## src/rtl/alu4_seq.sv

```systemverilog
// Sequential 4-bit ALU: accept a command in IDLE, compute in EXEC, hold the result in DONE.
// Optional macro ALU4_SAT_EN saturates signed add/sub overflow instead of wrapping.
module alu4_seq (
  input  logic         clk,
  input  logic         reset,
  input  logic         in_valid,
  output logic         in_ready,
  input  logic [2:0]   op,
  input  logic [3:0]   a,
  input  logic [3:0]   b,
  input  logic         use_acc,
  output logic         out_valid,
  input  logic         out_ready,
  output logic [3:0]   result,
  output logic         c,
  output logic         n,
  output logic         z,
  output logic         v,
  output logic [3:0]   acc
);

  localparam int unsigned DW  = 4;
  localparam int unsigned OPW = 3;

  localparam logic [OPW-1:0] OP_NOTA = 3'b000;
  localparam logic [OPW-1:0] OP_NOTB = 3'b001;
  localparam logic [OPW-1:0] OP_AND  = 3'b010;
  localparam logic [OPW-1:0] OP_OR   = 3'b011;
  localparam logic [OPW-1:0] OP_XOR  = 3'b100;
  localparam logic [OPW-1:0] OP_XNOR = 3'b101;
  localparam logic [OPW-1:0] OP_ADD  = 3'b110;
  localparam logic [OPW-1:0] OP_SUB  = 3'b111;

  typedef enum logic [1:0] {
    IDLE = 2'd0,
    EXEC = 2'd1,
    DONE = 2'd2
  } state_e;

  state_e          state_q, state_d;
  logic            in_ready_q, in_ready_d;
  logic            out_valid_q, out_valid_d;
  logic [OPW-1:0]  op_q, op_d;
  logic [DW-1:0]   a_q, a_d;
  logic [DW-1:0]   b_q, b_d;
  logic [DW-1:0]   result_q, result_d;
  logic [DW-1:0]   acc_q, acc_d;
  logic            c_q, c_d;
  logic            n_q, n_d;
  logic            z_q, z_d;
  logic            v_q, v_d;

  logic [DW-1:0]   b_eff;
  logic            cin;
  logic [DW:0]     sum;
  logic            ovf;
  logic            is_arith;
  logic [DW-1:0]   alu_r;
  logic [DW-1:0]   res_fin;
  logic            alu_c;
  logic            alu_v;

  // State register
  always_ff @(posedge clk or posedge reset) begin
    if (reset) begin
      state_q <= IDLE;
    end else begin
      state_q <= state_d;
    end
  end

  // Next-state logic
  always_comb begin
    state_d = state_q;
    case (state_q)
      IDLE:    if (in_valid) state_d = EXEC;
      EXEC:    state_d = DONE;
      DONE:    if (out_ready) state_d = IDLE;
      default: state_d = IDLE;
    endcase
  end

  // Handshake outputs are registered from the upcoming state
  always_comb begin
    in_ready_d  = 1'b0;
    out_valid_d = 1'b0;
    case (state_d)
      IDLE:    in_ready_d  = 1'b1;
      DONE:    out_valid_d = 1'b1;
      default: begin
        in_ready_d  = 1'b0;
        out_valid_d = 1'b0;
      end
    endcase
  end

  // Shared adder: subtraction is A + ~B + 1
  always_comb begin
    cin      = (op_q == OP_SUB);
    b_eff    = cin ? ~b_q : b_q;
    sum      = {1'b0, a_q} + {1'b0, b_eff} + (DW+1)'(cin);
    ovf      = (a_q[DW-1] == b_eff[DW-1]) && (sum[DW-1] != a_q[DW-1]);
    is_arith = (op_q == OP_ADD) || (op_q == OP_SUB);
  end

  always_comb begin
    alu_r = '0;
    alu_c = 1'b0;
    alu_v = 1'b0;
    case (op_q)
      OP_NOTA: alu_r = ~a_q;
      OP_NOTB: alu_r = ~b_q;
      OP_AND:  alu_r = a_q & b_q;
      OP_OR:   alu_r = a_q | b_q;
      OP_XOR:  alu_r = a_q ^ b_q;
      OP_XNOR: alu_r = ~(a_q ^ b_q);
      OP_ADD, OP_SUB: begin
        alu_r = sum[DW-1:0];
        alu_c = sum[DW];
        alu_v = ovf;
      end
      default: alu_r = '0;
    endcase
  end

`ifdef ALU4_SAT_EN
  // Saturate toward the sign of the operands that overflowed
  always_comb begin
    res_fin = alu_r;
    if (is_arith && ovf) begin
      res_fin = a_q[DW-1] ? 4'b1000 : 4'b0111;
    end
  end
`else
  always_comb begin
    res_fin = alu_r;
    if (is_arith && 1'b0) begin
      res_fin = '0;
    end
  end
`endif

  // Operand capture on acceptance, result/flag capture on EXEC
  always_comb begin
    op_d     = op_q;
    a_d      = a_q;
    b_d      = b_q;
    result_d = result_q;
    acc_d    = acc_q;
    c_d      = c_q;
    n_d      = n_q;
    z_d      = z_q;
    v_d      = v_q;
    if (state_q == IDLE && in_valid) begin
      op_d = op;
      a_d  = use_acc ? acc_q : a;
      b_d  = b;
    end
    if (state_q == EXEC) begin
      result_d = res_fin;
      acc_d    = res_fin;
      c_d      = alu_c;
      n_d      = alu_r[DW-1];
      z_d      = (res_fin == '0);
      v_d      = alu_v;
    end
  end

  always_ff @(posedge clk or posedge reset) begin
    if (reset) begin
      in_ready_q  <= 1'b1;
      out_valid_q <= 1'b0;
      op_q        <= '0;
      a_q         <= '0;
      b_q         <= '0;
      result_q    <= '0;
      acc_q       <= '0;
      c_q         <= 1'b0;
      n_q         <= 1'b0;
      z_q         <= 1'b0;
      v_q         <= 1'b0;
    end else begin
      in_ready_q  <= in_ready_d;
      out_valid_q <= out_valid_d;
      op_q        <= op_d;
      a_q         <= a_d;
      b_q         <= b_d;
      result_q    <= result_d;
      acc_q       <= acc_d;
      c_q         <= c_d;
      n_q         <= n_d;
      z_q         <= z_d;
      v_q         <= v_d;
    end
  end

  assign in_ready  = in_ready_q;
  assign out_valid = out_valid_q;
  assign result    = result_q;
  assign acc       = acc_q;
  assign c         = c_q;
  assign n         = n_q;
  assign z         = z_q;
  assign v         = v_q;

endmodule

```

## config.mk

```make
export PLATFORM = sky130hd
export DESIGN_NAME = alu4_seq
export DESIGN_NICKNAME = d
export VERILOG_FILES = /design/src/rtl/alu4_seq.sv
export SDC_FILE = /design/constraint.sdc
export NUM_CORES = 1
export LEC_CHECK = 0
export CORE_MARGIN = 5
export CORE_UTILIZATION = 51
export CTS_BUF_LIST = sky130_fd_sc_hd__clkbuf_4 sky130_fd_sc_hd__clkbuf_8 sky130_fd_sc_hd__clkbuf_16
export CTS_CLUSTER_DIAMETER = 80
export DETAILED_ROUTE_END_ITERATION = 10
export PLACE_DENSITY_LB_ADDON = 0.08
export SLEW_MARGIN = 20
export SYNTH_ARGS = -nofsm -noshare
export SYNTH_HDL_FRONTEND = slang
export SYNTH_SLANG_ARGS = --single-unit
```

## constraint.sdc

```tcl
create_clock -name clk -period 2.6 [get_ports clk]
set_clock_uncertainty 0.15 [all_clocks]
set_input_delay 0.26 -clock clk [delete_from_list [all_inputs] [get_ports clk]]
set_output_delay 0.26 -clock clk [all_outputs]
set_load 0.02 [all_outputs]
```

==> results of run 1 <==
logic make-up (layout without fill, tap and decap cells):
| logic type | count (synthesis) | after routing | share of synthesized area [%] |
|---|---|---|---|
| simple gates | 44 | 44 | 15.7 |
| compound gates | 37 | 37 | 16.5 |
| buf+inv | 26 | 49 | 9.09 |
| flops | 22 | 22 | 36.8 |
| fa+ha+maj | 13 | 13 | 11.3 |
| mux | 9 | 9 | 7.09 |
| xor+xnor | 6 | 6 | 3.50 |
layer usage:
layer / global-route usage [%] / routed length, µm / vias to the layer above
li1: - / - / 583
met1: 20.9 / 1430 / 560
met2: 28.6 / 1590 / 35
met3: 3.15 / 137 / 9
met4: 6.11 / 62 / 0
met5: 0 / 0 / -
worst min path at each step:
stage	cells past startpoint	to	startpoint	slack [ns]
after floorplan	1	a_q[0]	reset	0.1
after global placement	2	v	v	0.32
after detailed placement	2	v	v	0.32
after CTS	2	op_q[2]	reset	0.27
after global routing	2	op_q[2]	reset	0.31
final	2	a_q[3]	reset	0.24
area by class of cell:
| type | count | share of cell area (%) |
|---|---|---|
| Clock buffer | 3 | 1.23 |
| Multi-Input combinational cell | 109 | 44.7 |
| Timing Repair Buffer | 33 | 17.5 |
| Inverter | 12 | 2.47 |
| Tap cell | 31 | 2.12 |
| Clock inverter | 1 | 1.64 |
| Sequential cell | 22 | 30.3 |
per-stage QoR:
step | hold WS (ns) | util, % | instances
5_1_grt | 0.306 | 65.7 | 211
4_1_cts | 0.273 | 65.6 | 211
3_5_place_dp | 0.318 | 63.7 | 207
6_report | 0.238 | 65.7 | 211
3_3_place_gp | 0.318 | 63.7 | 207
2_1_floorplan | 0.0985 | - | 157
placed cells by master (no fill, tap or decap), types with 4 or more instances in the layout:
cell,count
buf_4,4
inv_1,12
mux2i_1,5
nand2_1,17
ha_1,12
dfrtp_1,20
xnor2_1,4
a21oi_1,9
clkdlybuf4s50_1,29
o21ai_0,12
nor2_1,8
nand2b_1,4
worst max-delay path: cells and delay by family (launching register included):
family          cells  cell delay, ns
xor+xnor            2            0.38
fa+ha+maj           1            0.30
flops               1            0.51
simple gates        1            0.14
compound gates      4            0.88
state kept, by name, indices dropped and copies added (netlist names):
signal	count
a_q	4
acc	4
b_q	4
op_q	3
state_q	2
c	1
in_ready	1
out_valid	1
v	1
z	1
power by group through the flow:
| stage | Sequential (W) | Combinational, W | Clock (W) |
|---|---|---|---|
| after floorplan | 0.000740 | 0.00123 | 0 |
| after global placement | 0.000716 | 0.00161 | 0 |
| after detailed placement | 0.000723 | 0.00167 | 0 |
| after CTS | 0.000716 | 0.00168 | 0.000281 |
| after global routing | 0.000753 | 0.00186 | 0.000297 |
| final | 0.000718 | 0.00169 | 0.000272 |
repair_timing:
action / 4_1_cts / 5_1_grt
hold buffers: 0 / 0
gates resized for setup: 0 / 1
setup endpoints to repair: 0 / 2
==> results.yml, run 1 <==
outcome:
  status: "finished clean"
clock_tree:
  cts.sinks: 22
  clk_latency_ns: 0.32
  cts_htree_levels: 1
  clk_pin_slew_ns: 0.14
  numCtsBuffers: 3
  cts_tree: "done"
  root_buffer: "clkbuf_4"
  cts_setup_buffers: 0
  cts_buffer_depth: 2
critical_path:
  cp.arrival_ns: 2.53
  crit_path_start_kind: "register"
  cp_max_fo: 11
  slowest_delay_ns: 0.51
  worst_r2r_endpoint: "z"
  r2r-start: "op_q[0]"
  cpMaxStageDelayCell: "dfrtp_2"
  cp.required_ns: 2.72
  rrSetupSlack_ns: 0.19
  worstSetupEndpoint: "z"
  crit_chain: "nand3_4 > xnor2_1 > ha_1 > a21oi_1 > o311ai_4 > xor2_1 > a31oi_1 > a32o_2"
  startpoint: "op_q[0]"
  crit_path_end_kind: "register"
  r2r_cells: 8
  worstSetupPathType: "register to register"
route:
  post-route-drc-count: 0
  postRouteAntennaNets: 0
  drt_iter0_drc: 57
  wl_um: 3210
  viasPerCell: 5.63
  firstDrtPassIters: 4
  wire_per_inst_um: 15.2
  vias: 1187
grt:
  grt_pass1_wl_um: 5550
  grt_pass1_vias: 1167
  antenna_found_initial: 0
  grt-ovfl-total: 0
  grt_max_degree: 24
  grt_use_total_pct: 16.7
floorplan:
  dieHeight_um: 64.2
  core_mm2: 0.00278
  initial_core_util_pct: 53.9
  dieArea_mm2: 0.00413
  die_x_um: 64.2
  rows: 19
  ios: 30
placed_design:
  pre_cts_ws_ns: 0.167
  place_area_mm2: 0.00177
  gp_congestion: 0.829
  dp_hpwl_um: 2400
  io_buffers: 29
timing:
  rsz0062_at_grt: "false"
  drv_slew: 0
  finalSetupTns_ns: 0
  hold_violations: 0
  max_freq_ghz: 0.415
  worst_pin_slew_ns: 0.844
  finalCritPeriodShare_pct: 92.7
  slew_headroom_pct: 43.7
  period_minus_slack_ns: 2.41
  fin_ws_ns: 0.190
  finalSetupViolCount: 0
logic_synthesis:
  synth_top_area_share_pct: 35.0
  synth.most_common_cell: "dfrtp_1"
  synthArstFlopShare_pct: 100
  ys_warn_count: 0
  synth_cell_types: 43
  syn_inst: 157
  syn-mean-instance-area_um2: 9.56
  ys.flop_type: "dfrtp_1"
  syn_area_mm2: 0.00150
  yosysSeqAreaShare_pct: 36.8
  synth_common_cells: "21 x dfrtp_1, 17 x nand2_1, 12 x ha_1, 12 x inv_1, 12 x o21ai_0"
  synth_edf_count: 0
  yosys-top-cells-area: "dfrtp_1 35%, ha_1 10%, nand2_1 4.3%, o21ai_0 4.0%, buf_4 4.0%"
  synth_top_area_cell: "dfrtp_1"
  synth.net_count: 186
  ys_ff_latch: 22
cells_and_area:
  postLayoutCellArea_mm2: 0.00183
  nets: 210
  diodes: 0
  seq_area_um2: 553
  layout-drive-gt1-share_pct: 10.6
  nFillCells: 232
  syn_to_final_growth_pct: 21.8
  multi_input_area_um2: 817
power_and_ir_drop:
  finalPower_w: 0.00268
  clockPowerShare_pct: 10.1
  p_per_area_mw_per_mm2: 1470
  combPwrFrac_pct: 63.0
  p_sw_share_pct: 45.5
  ir_drop_mv: 0.977
  p_sw_w: 0.00122
  pwr-share-seq_pct: 26.8
  p_leak_nw: 0.832
  internal_power_w: 0.00146
hold_path:
  min-delay-path-class: "primary input to async pin"
flow_run:
  maxCapViolations: 0
Power figures use the tool's default switching activity.
==> run 2, diff against run 1 <==
==> constraint.sdc (replaced) <==
create_clock -name clk -period 2.71 [get_ports clk]
set_clock_uncertainty 0.15 [all_clocks]
set_input_delay 0.271 -clock clk [delete_from_list [all_inputs] [get_ports clk]]
set_output_delay 0.271 -clock clk [all_outputs]
set_load 0.05 [all_outputs]
==> results.yml, run 2 (synthesized netlist as in run 1, its figures left out) <==
cells_and_area:
  diodes: 0
  final_common_cell: "clkdlybuf4s50_1"
  seq_area_um2: 552
  nets: 210
  mostFrequentLayoutCells: "29 x clkdlybuf4s50_1, 21 x dfrtp_1, 17 x nand2_1"
  final_cells: 211
  syn_to_final_growth_pct: 21.7
  postLayoutCellArea_mm2: 0.00183
  multi_input_area_um2: 817
  layout-drive-gt1-share_pct: 10.0
  nFillCells: 227
route:
  firstDrtPassIters: 4
  viasPerCell: 5.56
  postRouteAntennaNets: 0
  wire_per_inst_um: 15.0
  post-route-drc-count: 0
  wl_um: 3180
  drt_iter0_drc: 34
  vias: 1173
clock_tree:
  cts_tree: "done"
  clk_pin_slew_ns: 0.14
  ctsHoldBuffers: 0
  cts_setup_buffers: 0
  cts_htree_levels: 1
  root_buffer: "clkbuf_4"
  cts_buffer_depth: 2
  numCtsBuffers: 3
  clk_latency_ns: 0.32
  post_cts_resized: 0
  cts.sinks: 22
timing:
  hold_violations: 0
  drv_slew: 0
  max_freq_ghz: 0.406
  period_minus_slack_ns: 2.46
  finalCritPeriodShare_pct: 90.9
  finalSetupViolCount: 0
  finalSetupTns_ns: 0
  slew_headroom_pct: 42.2
  worst_pin_slew_ns: 0.866
  rsz0062_at_grt: "false"
critical_path:
  cp_max_fo: 11
  crit_path_end_kind: "register"
  cp.arrival_ns: 2.55
  cp.required_ns: 2.79
  rrSetupSlack_ns: 0.25
  worst_r2r_endpoint: "z"
  worstSetupPathType: "register to register"
  r2r-start: "op_q[0]"
  crit_path_start_kind: "register"
  r2r_cells: 8
grt:
  grt_pass1_wl_um: 5380
  grt-ovfl-total: 0
  grt_max_degree: 24
  grt_use_total_pct: 16.2
  grt_pass1_vias: 1188
  antenna_found_initial: 0
floorplan:
  die_x_um: 64.2
  dieHeight_um: 64.2
  dieArea_mm2: 0.00413
  rows: 19
  initial_core_util_pct: 53.9
  ios: 30
  core_mm2: 0.00278
placed_design:
  gp_congestion: 0.811
  place_area_mm2: 0.00177
  io_buffers: 29
  dp_hpwl_um: 2350
  place_inst: 207
hold_path:
  min-delay-path-class: "primary input to async pin"
outcome:
  status: "finished clean"
flow_run:
  maxCapViolations: 0
[run 2: cell counts in the layout (fill, tap and decap cells not counted)]
No cell type changed its count.
[run 2: metrics by stage]
step / utilization (%) / hold slack [ns] / worst slack [ns]
2_1_floorplan: - / 0.109 / 0.505
3_3_place_gp: 63.7 / 0.318 / 0.381
3_5_place_dp: 63.7 / 0.323 / 0.283
4_1_cts: 65.6 / 0.287 / 0.248
5_1_grt: 65.6 / 0.328 / 0.0698
6_report: 65.6 / 0.255 / 0.247
[run 2: how the worst max path moves through the flow]
stage	slack [ns]	startpoint	endpoint	depth (start not counted)
detailed placement	0.28	op_q[0]	z	8
CTS	0.25	op_q[0]	z	8
floorplan	0.51	op_q[1]	z	9
finish	0.25	op_q[0]	z	8
global route	0.07	op_q[0]	z	8
global placement	0.38	op_q[0]	z	8
[run 2: critical path, cell delays in order, from the launching register on]
cell,delay (ns)
dfrtp_1,0.57
nand3_4,0.18
xnor2_1,0.21
ha_1,0.33
nand2_1,0.09
o311ai_4,0.27
xor2_1,0.18
a31oi_1,0.12
a32o_2,0.28
[run 2: area by class of cell]
class / instances / area share [%]
tap: 31 / 2.12
inverter: 12 / 2.47
timing repair buffer: 33 / 17.5
clock buffer: 3 / 1.23
multi-input combinational: 109 / 44.8
clock inverter: 1 / 1.64
sequential: 22 / 30.2
[run 2: per-layer routing]
metal	share of wire [%]	vias to the layer above	track usage [%]	routed length [µm]
met2	50	25	27.9	1600
li1	-	583	-	-
met4	1.3	0	6.11	41
met5	0	-	0	0
met1	43	561	20.1	1380
met3	4.9	4	2.98	157
Power of run 2 is not shown: default switching activity piles up to over one toggle a cycle in this logic, so the estimate is an artifact.
==> run 3, diff against run 2 <==
--- a/config.mk
+++ b/config.mk
@@ -5,11 +5,14 @@
 export SDC_FILE = /design/constraint.sdc
 export NUM_CORES = 1
 export LEC_CHECK = 0
+export CELL_PAD_IN_SITES_DETAIL_PLACEMENT = 1
+export CELL_PAD_IN_SITES_GLOBAL_PLACEMENT = 2
 export CORE_MARGIN = 5
-export CORE_UTILIZATION = 51
+export CORE_UTILIZATION = 31
 export CTS_BUF_LIST = sky130_fd_sc_hd__clkbuf_4 sky130_fd_sc_hd__clkbuf_8 sky130_fd_sc_hd__clkbuf_16
 export CTS_CLUSTER_DIAMETER = 80
 export DETAILED_ROUTE_END_ITERATION = 10
+export HOLD_SLACK_MARGIN = 0.02
 export PLACE_DENSITY_LB_ADDON = 0.08
 export SLEW_MARGIN = 20
 export SYNTH_ARGS = -nofsm -noshare
==> results.yml, run 3 (synthesized netlist as in run 1, its figures left out) <==
outcome:
  status: "finished clean"
cells_and_area:
  multi_input_area_um2: 817
  final_cells: 247
  seq_area_um2: 552
  nFillCells: 541
  final_common_cell: "clkdlybuf4s50_1"
  mostFrequentLayoutCells: "29 x clkdlybuf4s50_1, 21 x dfrtp_1, 17 x nand2_1"
  syn_to_final_growth_pct: 25.9
  layout-drive-gt1-share_pct: 10.0
  nets: 210
  diodes: 0
placed_design:
  io_buffers: 29
  place_inst: 243
  dp_hpwl_um: 2740
  gp_congestion: 0.701
timing:
  drv_slew: 0
  finalSetupViolCount: 0
  max_freq_ghz: 0.403
  period_minus_slack_ns: 2.48
  worst_pin_slew_ns: 0.535
  rsz0062_at_grt: "false"
  slew_headroom_pct: 64.3
  finalCritPeriodShare_pct: 91.6
  hold_violations: 0
  finalSetupTns_ns: 0
clock_tree:
  clk_latency_ns: 0.27
  cts_setup_buffers: 0
  cts.sinks: 22
  root_buffer: "clkbuf_8"
  post_cts_resized: 0
  ctsHoldBuffers: 0
  numCtsBuffers: 3
  clk_pin_slew_ns: 0.09
  cts_tree: "done"
  cts_htree_levels: 1
  cts_buffer_depth: 2
route:
  wl_um: 3550
  wire_per_inst_um: 14.4
  vias: 1179
  drt_iter0_drc: 32
  firstDrtPassIters: 4
  viasPerCell: 4.77
  post-route-drc-count: 0
  postRouteAntennaNets: 0
critical_path:
  cp_max_fo: 11
  cp.required_ns: 2.72
  worstSetupPathType: "register to register"
  slowest_delay_ns: 0.55
  crit_path_start_kind: "register"
  path_buf_inv: 0
  cp.depth: 8
  crit_path_end_kind: "register"
  cp_top_family: "compound AO/OA/AOI/OAI gates"
  cpMaxStageDelayCell: "dfrtp_1"
  r2r_cells: 8
  cp.arrival_ns: 2.49
  crit_chain: "nand3_4 > xnor2_1 > ha_1 > a21oi_1 > o311ai_4 > xor2_1 > a31oi_1 > a32o_2"
grt:
  antenna_found_initial: 0
  grt_pass1_wl_um: 6040
  grt_max_degree: 24
  grt_use_total_pct: 12.1
  grt_pass1_vias: 1272
  grt-ovfl-total: 0
floorplan:
  rows: 25
  dieArea_mm2: 0.00633
  initial_core_util_pct: 31.8
  dieHeight_um: 79.6
  core_mm2: 0.00472
  ios: 30
  die_x_um: 79.6
flow_run:
  maxCapViolations: 0
hold_path:
  min-delay-path-class: "primary input to async pin"
[run 3: cell types whose count changed in the layout (fill, tap and decap cells not counted)]
cell	previous run	this run
clkbuf_4	3	0
clkbuf_8	0	3
[run 3: final cells by class]
class / instances / area share [%]
sequential: 22 / 29.2
multi-input combinational: 109 / 43.2
clock inverter: 1 / 1.59
tap: 67 / 4.44
inverter: 12 / 2.38
timing repair buffer: 33 / 17.0
clock buffer: 3 / 2.19
[run 3: stage by stage]
| stage | setup WS, ns | cell area [µm²] | hold slack, ns | util [%] |
|---|---|---|---|---|
| global route | 0.00741 | 1890 | 0.227 | 40.0 |
| global placement | 0.345 | 1820 | 0.321 | 38.5 |
| finish | 0.228 | 1890 | 0.183 | 40.0 |
| floorplan | 0.505 | 1500 | 0.109 | - |
| CTS | 0.185 | 1890 | 0.189 | 40.0 |
| detailed placement | 0.235 | 1820 | 0.328 | 38.5 |
[run 3: final timing paths]
kind / start / to / slack, ns
min in group clk: state_q[1] / state_q[0] / 0.34
min reg2reg: state_q[1] / state_q[0] / 0.34
max reg2reg: op_q[0] / z / 0.23
max in group asynchronous: reset / in_ready / 1.95
max: op_q[0] / z / 0.23
min: reset / out_valid / 0.18
[run 3: routing by layer]
layer  track usage [%]  part of all wire (%)
met5                 0                     0
met4              2.58                  0.53
met3              2.93                   2.7
met2              22.2                    54
met1              14.2                    43
[run 3: worst min-delay path, cell delays in order]
cell,delay [ns]
clkdlybuf4s50_1,0.39
inv_1,0.05
buf_4,0.28
Power of run 3 is left out for the same reason.
